### src/rtl/fetch_pkg.sv
// Shared types and constants for the instruction-fetch stage.
package fetch_pkg;

  typedef enum logic [1:0] {
    ST_FETCH   = 2'd0,
    ST_HOLD    = 2'd1,
    ST_DISCARD = 2'd2,
    ST_HALT    = 2'd3
  } fetch_state_e;

  localparam logic [15:0] RESET_PC_DEF    = 16'h0000;
  localparam logic [3:0]  HALT_OPCODE_DEF = 4'hF;
  localparam logic [15:0] NOP_WORD        = 16'h0000;

  function automatic logic [15:0] pc_inc(input logic [15:0] pc);
    return pc + 16'd2;
  endfunction

endpackage

### src/rtl/fetch_if.sv
// Instruction-memory request/response bus between fetch (master) and memory (slave).
interface fetch_if;
  logic        IMemReq;
  logic [15:0] IMemAddr;
  logic        IMemValid;
  logic [15:0] IMemInstr;

  modport master (output IMemReq, IMemAddr, input IMemValid, IMemInstr);
  modport slave  (input IMemReq, IMemAddr, output IMemValid, IMemInstr);
endinterface

### src/rtl/fetch_ifid_latch.sv
// IF/ID pipeline register: flush clears, stall holds, otherwise load or insert a bubble.
module ifid_latch
  import fetch_pkg::*;
(
  input  logic        clk,
  input  logic        rst,
  input  logic        flush_i,
  input  logic        stall_i,
  input  logic        load_i,
  input  logic [15:0] instr_i,
  input  logic [15:0] pcplus2_i,
  output logic [15:0] instr_o,
  output logic [15:0] pcplus2_o,
  output logic        valid_o
);

  logic [15:0] instr_q, pcplus2_q;
  logic        valid_q;

  always_ff @(posedge clk or negedge rst) begin
    if (!rst) begin
      instr_q   <= NOP_WORD;
      pcplus2_q <= '0;
      valid_q   <= 1'b0;
    end else if (flush_i) begin
      instr_q <= NOP_WORD;
      valid_q <= 1'b0;
    end else if (!stall_i) begin
      if (load_i) begin
        instr_q   <= instr_i;
        pcplus2_q <= pcplus2_i;
        valid_q   <= 1'b1;
      end else begin
        valid_q <= 1'b0;
      end
    end
  end

  assign instr_o   = instr_q;
  assign pcplus2_o = pcplus2_q;
  assign valid_o   = valid_q;

endmodule

### src/rtl/fetch.sv
// Fetch stage: PC, one-entry hold buffer and request FSM feeding the IF/ID register.
// Optional FETCH_PERF_CNT_EN adds saturating FetchCount/BubbleCount outputs.
//   state      | meaning
//   ST_FETCH   | request at PC outstanding
//   ST_HOLD    | fetched word buffered, decode stalled
//   ST_DISCARD | stale pre-redirect request outstanding, its response is dropped
//   ST_HALT    | HLT reached, waiting for a redirect
module fetch
  import fetch_pkg::*;
#(
  parameter logic [15:0] RESET_PC    = RESET_PC_DEF,
  parameter logic [3:0]  HALT_OPCODE = HALT_OPCODE_DEF
) (
  input  logic        clk,
  input  logic        rst,
  input  logic        stall,
  input  logic        BranchTaken,
  input  logic [15:0] BranchTarget,
  fetch_if.master     imem,
  output logic [15:0] instr,
  output logic [15:0] PCplus2,
  output logic        IFIDValid,
  output logic        Halted
`ifdef FETCH_PERF_CNT_EN
  ,
  output logic [15:0] FetchCount,
  output logic [15:0] BubbleCount
`endif
);

  fetch_state_e state_q, state_d;
  logic [15:0]  pc_q, pc_d, req_addr_q, req_addr_d;
  logic [15:0]  buf_word_q, buf_word_d, buf_addr_q, buf_addr_d;
  logic         halted_q, halted_d;
  logic         ld, flush, req_out;
  logic [15:0]  ld_instr, ld_pc2;

  assign req_out       = (state_q == ST_FETCH) || (state_q == ST_DISCARD);
  // Gated by rst so the bus is idle while reset is held.
  assign imem.IMemReq  = rst & req_out;
  assign imem.IMemAddr = req_addr_q;

  always_comb begin
    state_d    = state_q;
    pc_d       = pc_q;
    buf_word_d = buf_word_q;
    buf_addr_d = buf_addr_q;
    halted_d   = halted_q;
    ld         = 1'b0;
    flush      = 1'b0;
    ld_instr   = imem.IMemInstr;
    ld_pc2     = pc_inc(pc_q);
    if (BranchTaken) begin
      flush      = 1'b1;
      pc_d       = BranchTarget & 16'hFFFE;
      halted_d   = 1'b0;
      buf_word_d = NOP_WORD;
      state_d    = (req_out && !imem.IMemValid) ? ST_DISCARD : ST_FETCH;
    end else begin
      case (state_q)
        ST_FETCH: begin
          if (imem.IMemValid) begin
            if (stall) begin
              buf_word_d = imem.IMemInstr;
              buf_addr_d = pc_q;
              state_d    = ST_HOLD;
            end else begin
              ld = 1'b1;
              if (imem.IMemInstr[15:12] == HALT_OPCODE) state_d = ST_HALT;
              else pc_d = pc_inc(pc_q);
            end
          end
        end
        ST_HOLD: begin
          ld_instr = buf_word_q;
          ld_pc2   = pc_inc(buf_addr_q);
          if (!stall) begin
            ld = 1'b1;
            if (buf_word_q[15:12] == HALT_OPCODE) begin
              state_d = ST_HALT;
            end else begin
              pc_d    = pc_inc(pc_q);
              state_d = ST_FETCH;
            end
          end
        end
        ST_DISCARD: if (imem.IMemValid) state_d = ST_FETCH;
        ST_HALT:    halted_d = 1'b1;
        default:    state_d = ST_FETCH;
      endcase
    end
    // A discarded request must keep its address stable until its response arrives.
    req_addr_d = (state_d == ST_DISCARD) ? req_addr_q : pc_d;
  end

  always_ff @(posedge clk or negedge rst) begin
    if (!rst) begin
      state_q    <= ST_FETCH;
      pc_q       <= RESET_PC;
      req_addr_q <= RESET_PC;
      buf_word_q <= NOP_WORD;
      buf_addr_q <= '0;
      halted_q   <= 1'b0;
    end else begin
      state_q    <= state_d;
      pc_q       <= pc_d;
      req_addr_q <= req_addr_d;
      buf_word_q <= buf_word_d;
      buf_addr_q <= buf_addr_d;
      halted_q   <= halted_d;
    end
  end

  assign Halted = halted_q;

  ifid_latch u_ifid (
    .clk      (clk),
    .rst      (rst),
    .flush_i  (flush),
    .stall_i  (stall),
    .load_i   (ld),
    .instr_i  (ld_instr),
    .pcplus2_i(ld_pc2),
    .instr_o  (instr),
    .pcplus2_o(PCplus2),
    .valid_o  (IFIDValid)
  );

`ifdef FETCH_PERF_CNT_EN
  logic [15:0] fetch_cnt_q, bubble_cnt_q;

  always_ff @(posedge clk or negedge rst) begin
    if (!rst) begin
      fetch_cnt_q  <= '0;
      bubble_cnt_q <= '0;
    end else begin
      if (ld && (fetch_cnt_q != 16'hFFFF)) fetch_cnt_q <= fetch_cnt_q + 16'd1;
      if (!stall && !ld && (bubble_cnt_q != 16'hFFFF)) bubble_cnt_q <= bubble_cnt_q + 16'd1;
    end
  end

  assign FetchCount  = fetch_cnt_q;
  assign BubbleCount = bubble_cnt_q;
`endif

endmodule
### src/flat_wrapper.sv
// flat-port wrapper written by rule: the top's interface ports become plain ports
module fetch_flat import fetch_pkg::*;
#(
  parameter logic [15:0] RESET_PC    = RESET_PC_DEF,
  parameter logic [3:0]  HALT_OPCODE = HALT_OPCODE_DEF
)
  (clk, rst, stall, BranchTaken, BranchTarget, instr, PCplus2, IFIDValid, Halted, imem_IMemReq, imem_IMemAddr, imem_IMemValid, imem_IMemInstr);
  fetch_if imem_i ();
  input  logic clk;
  input  logic rst;
  input  logic stall;
  input  logic BranchTaken;
  input  logic [15:0] BranchTarget;
  output logic [15:0] instr;
  output logic [15:0] PCplus2;
  output logic IFIDValid;
  output logic Halted;
  output wire logic [$bits(imem_i.IMemReq)-1:0] imem_IMemReq;
  output wire logic [$bits(imem_i.IMemAddr)-1:0] imem_IMemAddr;
  input wire logic [$bits(imem_i.IMemValid)-1:0] imem_IMemValid;
  input wire logic [$bits(imem_i.IMemInstr)-1:0] imem_IMemInstr;
  assign imem_IMemReq = imem_i.IMemReq;
  assign imem_IMemAddr = imem_i.IMemAddr;
  assign imem_i.IMemValid = imem_IMemValid;
  assign imem_i.IMemInstr = imem_IMemInstr;
  fetch #(.RESET_PC(RESET_PC), .HALT_OPCODE(HALT_OPCODE)) u_core (.clk(clk), .rst(rst), .stall(stall), .BranchTaken(BranchTaken), .BranchTarget(BranchTarget), .imem(imem_i), .instr(instr), .PCplus2(PCplus2), .IFIDValid(IFIDValid), .Halted(Halted));
endmodule
### config.mk
export PLATFORM = sky130hd
export DESIGN_NAME = fetch_flat
export DESIGN_NICKNAME = d
export VERILOG_FILES = /design/src/rtl/fetch_pkg.sv /design/src/rtl/fetch_if.sv /design/src/rtl/fetch_ifid_latch.sv /design/src/rtl/fetch.sv /design/src/flat_wrapper.sv
export SDC_FILE = /design/constraint.sdc
export NUM_CORES = 1
export LEC_CHECK = 0
export ABC_AREA = 1
export ABC_CLOCK_PERIOD_IN_PS = 1870
export CORE_ASPECT_RATIO = 2
export CORE_MARGIN = 4
export CORE_UTILIZATION = 38
export CTS_BUF_LIST = sky130_fd_sc_hd__clkbuf_16
export CTS_CLUSTER_SIZE = 16
export DETAILED_ROUTE_END_ITERATION = 10
export PLACE_DENSITY = 0.69
export SLEW_MARGIN = 20
export SYNTH_ARGS = -nofsm -noshare
export SYNTH_HDL_FRONTEND = slang
export SYNTH_SLANG_ARGS = --single-unit
### constraint.sdc
create_clock -name clk -period 1.87 [get_ports clk]
set_clock_uncertainty 0.15 [all_clocks]
set_input_delay 0.2805 -clock clk [delete_from_list [all_inputs] [get_ports clk]]
set_output_delay 0.2805 -clock clk [all_outputs]
set_load 0.005 [all_outputs]
# == Yosys cells after proc, flatten, opt, wreduce, memory -nomap -nowiden ==
# Index checks and enable logic that the tools add are counted.
# totals
ff_bits,100
latchBits,0
mem_bits_rw,0
romBits,0
inputBits,37
output_inout_bits,51
elab_cells,72
mem_count,0
# classes
addsub,2
n_mul,0
n_div,0
magnitude_cmp,0
n_eq_ne,7
n_shift,0
mux,37
n_bitwise,4
n_reduce_logical,13
# ops
operator,n
$mux 16,17
$add 16x2->16 const B,2
$pmux 16 s2,1
$mux 2,8
$reduce_bool 2->1,5
$mux 1,9
$eq 4x4->1 const B,2
$eq 2x2->1 const B,3
$pmux 2 s3,1
$reduce_and 3->1,2
$reduce_and 4->1,1
$not 1->1,3
$eq 2x1->1 const B,1
$logic_not 2->1,1
$ne 2x1->1 const B,1
$pmux 1 s2,1
$reduce_and 2->1,1
$and 1x1->1,1
$logic_and 1x1->1,1
$logic_not 1->1,1
$logic_or 1x1->1,1

# == Longest topological paths before layout ==
# logic_depth
word_depth,7
ltp_mapped,12
ltp_nobuf,12

# == By module ==
# A second synthesis with hierarchy kept.
# unflattened
hier_cells,700
hier_area_um2,5316.3
# by_module_without_submodules
module,n_inst,cells_per_inst,area_per_inst_um2,seq_area_each_um2
fetch,1,554,3955.0,1676.6
ifid_latch,1,146,1361.3,825.8

# == Least setup slack after synthesis ==
# No wires, ideal clock.
# synth_timing
path_kind,flip-flop to flip-flop
from,register u_core.buf_addr_q[1]
to,"register u_core.u_ifid.pcplus2_q[15], in the netlist u_core.u_ifid.pcplus2_o[15]"
setup_time_ns,0.065
arrival_time_ns,1.423
t_required_ns,1.655
setup_slack_ns,0.232
path_stages_with_launch,11
path_buffers,0
synth_period_minus_slack_ns,1.638
path_cell_list,dfrtp_1 ha_1 nand3_1 nor2_1 nand2_1 inv_1 nand2_1 or2_2 nand3_1 nand3_1 nand2_1
# synth_between
elab_chain_len,3
# synth_rtl
element,line,text
from (decl),fetch.sv:33,"logic [15:0] buf_word_q, buf_word_d, buf_addr_q, buf_addr_d;"
from (signal assigned),fetch.sv:109,buf_addr_q <= buf_addr_d;
$add 16x2->16,fetch_pkg.sv:16,return pc + 16'd2;
$mux 16,fetch.sv:60,case (state_q)
$mux 16,fetch.sv:53,if (BranchTaken) begin
to (signal assigned),fetch_ifid_latch.sv:31,pcplus2_q <= pcplus2_i;
to (decl),fetch_ifid_latch.sv:17,"logic [15:0] instr_q, pcplus2_q;"
# No other way between the ends.
# A chain may end at the register's enable or synchronous reset.

# == Worst setup path in the final report ==
# layout_timing
from,register u_core.state_q[1]
to,"register u_core.u_ifid.pcplus2_q[6], in the netlist u_core.u_ifid.pcplus2_o[6]"
# layout_between
elab_chain_len,4
elab_cells_between_ends,7
classes_between,eq/ne: 1; mux: 4; reduce/logical: 2
# layout_rtl
element,line,text
from (decl),fetch.sv:31,"fetch_state_e state_q, state_d;"
from (signal assigned),fetch.sv:105,state_q <= state_d;
$eq 2x1->1 / $logic_not 2->1 (equally long branches),--,
$pmux 1 s2,fetch.sv:60,
$mux 1,fetch.sv:53,
$reduce_and 3->1 (no line),--,
# Several ways; a longest one is shown, not always the timed one.

==> parameters.txt <==
Parameter                              Value

Layout
  Leading cell type in the layout, fill and taps excluded    sky130_fd_sc_hd__nand2_1
  Number of diodes    0
  Commonest non-fill, non-tap cells in the layout    218 x sky130_fd_sc_hd__nand2_1, 99 x sky130_fd_sc_hd__dfrtp_1, 82 x sky130_fd_sc_hd__clkdlybuf4s50_1, 65 x sky130_fd_sc_hd__nand3_1, 64 x sky130_fd_sc_hd__inv_1
  Footprint of the flip-flops and latches    0.00250 mm2
  Area of combinational cells with multiple inputs    around 0.0023 mm2
  Fraction of final layout cells with drive strength greater than 1    15.3%
  Synth-to-Final Area Change    37.5%
  Number of nets at the end of the flow    approximately 830
  Total non-filler cell area in the finished layout    0.00705 mm2
  Filler cells    1246

Worst hold path
  Beginning of the worst hold path    imem_IMemInstr[15]
  Worst hold stages    4
  Hold path endpoint    u_core.buf_word_q[15]$_DFFE_PN0P_
  Class of the tightest hold or removal check    primary input to flip-flop

Detailed routing
  Vias after detailed routing    about 4.9k
  Count of unresolved DRC violations after routing    0
  ANT nets after route    0
  Final Routed Wirelength    around 14000 um
  Violation count after the first detailed-routing iteration    245
  First-pass iteration count of the detailed router    5
  Routed wire per std cell    15.0 um
  Number of vias per cell    5.17

Clocking
  Clock net sink count    100
  Reg clk slew, reported paths    0.07 ns
  Worst-Skew Late Latency    0.34 ns
  TritonCTS clock tree    done
  TritonCTS buffer count    9
  CTS root buf    sky130_fd_sc_hd__clkbuf_16
  Buffers from clock root to sink, at most    2
  Max H-tree Level    3

Floorplanning
  Area of the die    0.0155 mm2
  Placeable core region    0.0131 mm2
  Width of the die    90.1 um
  Starting Density    39.0%
  Number of top-level pins    88
  Row count    59
  Die Y    172 um

Timing
  Final cycle utilization of the critical path    95.2%
  Setup repair after global routing missed its margin    true
  Maximum achievable frequency    0.561 GHz
  Final-report setup violation count    0
  Max Transition Viols Final    0
  Final number of hold-violating endpoints    0
  Post-Route Hold Slack    roughly 0.17 ns
  Final critical path time including I/O delays and setup    1.78 ns
  Accumulated negative setup slack    0 ns
  Worst Max-Slew Pin Slew    0.544 ns
  Relative slew slack    63.8%

Global routing
  GRT Total Usage    18.4%
  Overflow left after global routing    0
  Largest net degree at the start of global routing    101
  Antenna violations before repair    0
  Number of global-route vias before repair    5027
  Global-route wire length before repair    23100 um

Critical path
  Class of the most critical setup path    flip-flop to flip-flop
  Startpoint of the most critical setup path    u_core.state_q[1]$_DFF_PN0_
  Largest fanout on the critical path    20
  Arrival time worst endpoint    1.86 ns
  Setup slack on the worst flop-to-flop path    about 0.089 ns
  Kind of end point of the critical path    flip-flop
  Worst R2R End    u_core.u_ifid.pcplus2_o[6]$_DFFE_PN0P_
  FF-to-FF Start    u_core.state_q[1]$_DFF_PN0_
  Required time of the worst setup path    1.95 ns
  Worst setup SP type    flip-flop
  Register-to-Register Path Depth    8

Synth
  Area of the mapped netlist    slightly above 0.005 mm2
  Largest family of logic cells by synthesized area    simple AND/OR/NAND/NOR gates
  Adder-cell share of the synthesized area    less than 1%
  Largest area contributor in the synthesized netlist    sky130_fd_sc_hd__dfrtp_1
  Compound-Gate Fraction of Synth Area    9.12%
  Number of warnings reported in the yosys synthesis log    0
  Multiplexer fraction of the synthesized cell area    under 10%
  Share of the synthesized area in the top cell type    48.8%
  EDFF count, synth    0
  Synth Area in Simple Gates    29.7%
  Ranking of synthesized cells by area    sky130_fd_sc_hd__dfrtp_1 49%, sky130_fd_sc_hd__nand2_1 17%, sky130_fd_sc_hd__nand3_1 6.5%, sky130_fd_sc_hd__inv_1 4.7%, sky130_fd_sc_hd__o21ai_0 3.4%
  Post-synth top flop    sky130_fd_sc_hd__dfrtp_1
  Synth Net Count    696
  Per-instance average area after synthesis    7.81 um2
  Seq/Total Area, Yosys    48.8%
  Area share of xor/xnor cells in the synthesized design    0.854%
  Post-synthesis cell count    657
  Seq cells post-synth    100
  Unique cell type count in the Yosys netlist    37
  Fraction of registers with async set/reset    100%

Power and ir drop
  Power share of the combinational group    25.7%
  Internal    0.00452 W
  Switching part of the total    around 29%
  Power Density    903 mW/mm2
  Clock network fraction of total power    30.4%
  P_sw    0.00185 W
  Peak ir drop on the vdd network    around 0.55 mV
  Leakage    ~3.5 nW
  Part of the total power dissipated in sequential elements    43.9%

Placed design
  Half-perimeter wire length after placement    between 10000 and 15000 um
  Cell area after placement    0.00654 mm2
  Global placer's final weighted congestion    0.898
  Number of I/O port buffers    86

Run status
  Result of the run    finished, final reports clean

Flow run
  Number of violations of the max-capacitance limit    0
-- cell usage after synthesis, types with 3 or more instances --
cell                         n
sky130_fd_sc_hd__a21boi_1    4
sky130_fd_sc_hd__a21oi_1    11
sky130_fd_sc_hd__a31oi_1     5
sky130_fd_sc_hd__buf_2      14
sky130_fd_sc_hd__buf_6       3
sky130_fd_sc_hd__clkbuf_1    4
sky130_fd_sc_hd__dfrtp_1   100
sky130_fd_sc_hd__inv_1      64
sky130_fd_sc_hd__inv_2       4
sky130_fd_sc_hd__mux2i_1    16
sky130_fd_sc_hd__nand2_1   227
sky130_fd_sc_hd__nand2_2     3
sky130_fd_sc_hd__nand3_1    67
sky130_fd_sc_hd__nand4_1    10
sky130_fd_sc_hd__nor2_1     31
sky130_fd_sc_hd__nor3_1      4
sky130_fd_sc_hd__o211ai_1    3
sky130_fd_sc_hd__o21ai_0    35
sky130_fd_sc_hd__o21ai_1     5
sky130_fd_sc_hd__o22ai_1    16
sky130_fd_sc_hd__or2_2       8
sky130_fd_sc_hd__xor2_1      4
-- cell type report --
class,count,area share (%)
clock buffers,9,3.19
inverters,70,3.83
multi-input cells,463,32.8
well taps,152,2.70
repair buffers,148,20.8
flip-flops and latches,100,35.5
clock inverters,7,1.17
-- what timing repair did --
| item | 4_1_cts | 5_1_grt |
|---|---|---|
| hold endpoints to repair | 100 | 0 |
| hold buffers | 1 | 0 |
| gates resized for setup | 4 | 31 |
| buffers inserted | 1 | 7 |
| pin swaps | 0 | 12 |
| setup endpoints to repair | 5 | 50 |
| gates cloned | 0 | 1 |
-- critical path, cell delays in order, from the launching register on --
cell and delay, ns:
sky130_fd_sc_hd__dfrtp_1 0.41, sky130_fd_sc_hd__inv_2 0.13, sky130_fd_sc_hd__nand2_4 0.08, sky130_fd_sc_hd__nor2_2 0.15
sky130_fd_sc_hd__inv_1 0.12, sky130_fd_sc_hd__a21oi_4 0.24, sky130_fd_sc_hd__buf_12 0.18, sky130_fd_sc_hd__o211ai_1 0.10
sky130_fd_sc_hd__o21a_1 0.11
-- cell families after synthesis --
| kind of cell | Yosys count |
|---|---|
| flip-flops | 100 |
| buffers and inverters | 94 |
| AND/OR/NAND/NOR | 358 |
| AO/OA/AOI/OAI | 82 |
| XOR/XNOR | 5 |
| multiplexers | 16 |
| adder cells (fa/ha/maj) | 2 |
-- per-layer routing --
metal  share of wire [%]  routed length [um]  GRT usage (%)
met1                  38                5450           20.0
met2                  54                7640           34.0
met3                 3.3                 469           2.61
met4                 4.6                 648           10.5
met5                   0                   0              0
-- registers in the layout, indices dropped and copies added, names as in the netlist, 2 cells and up --
name,count
u_core.buf_addr_q,16
u_core.buf_word_q,16
u_core.imem.IMemAddr,16
u_core.pc_q,16
u_core.state_q,2
u_core.u_ifid.instr_o,16
u_core.u_ifid.pcplus2_o,16
-- through the flow --
step / util [%] / setup slack [ns] / power [W] / instances
after floorplan: - / 0.232 / 0.00350 / 657
after global placement: 49.8 / -0.267 / 0.00435 / 923
after detailed placement: 49.8 / -0.318 / 0.00440 / 923
after CTS: 52.3 / 0.0224 / 0.00635 / 941
after global routing: 53.7 / -0.0477 / 0.00673 / 949
final: 53.7 / 0.0889 / 0.00637 / 949
-- how the worst max path moves through the flow --
stage	end	depth (start not counted)
2_1_floorplan	u_core.u_ifid.pcplus2_o[15]$_DFFE_PN0P_	10
3_3_place_gp	u_core.imem.IMemAddr[9]$_DFFE_PN0P_	11
3_5_place_dp	u_core.imem.IMemAddr[9]$_DFFE_PN0P_	11
4_1_cts	u_core.imem.IMemAddr[9]$_DFFE_PN0P_	11
5_1_grt	u_core.u_ifid.pcplus2_o[12]$_DFFE_PN0P_	10
6_report	u_core.u_ifid.pcplus2_o[6]$_DFFE_PN0P_	8
-- power by group through the flow --
stage | Sequential, W | Combinational, W | Clock [W]
after detailed placement | 0.00283 | 0.00157 | 0
after CTS | 0.00279 | 0.00159 | 0.00197
after floorplan | 0.00279 | 0.000715 | 0
after global routing | 0.00285 | 0.00183 | 0.00205
final | 0.00280 | 0.00164 | 0.00194
after global placement | 0.00282 | 0.00153 | 0
Power figures use the tool's default switching activity.
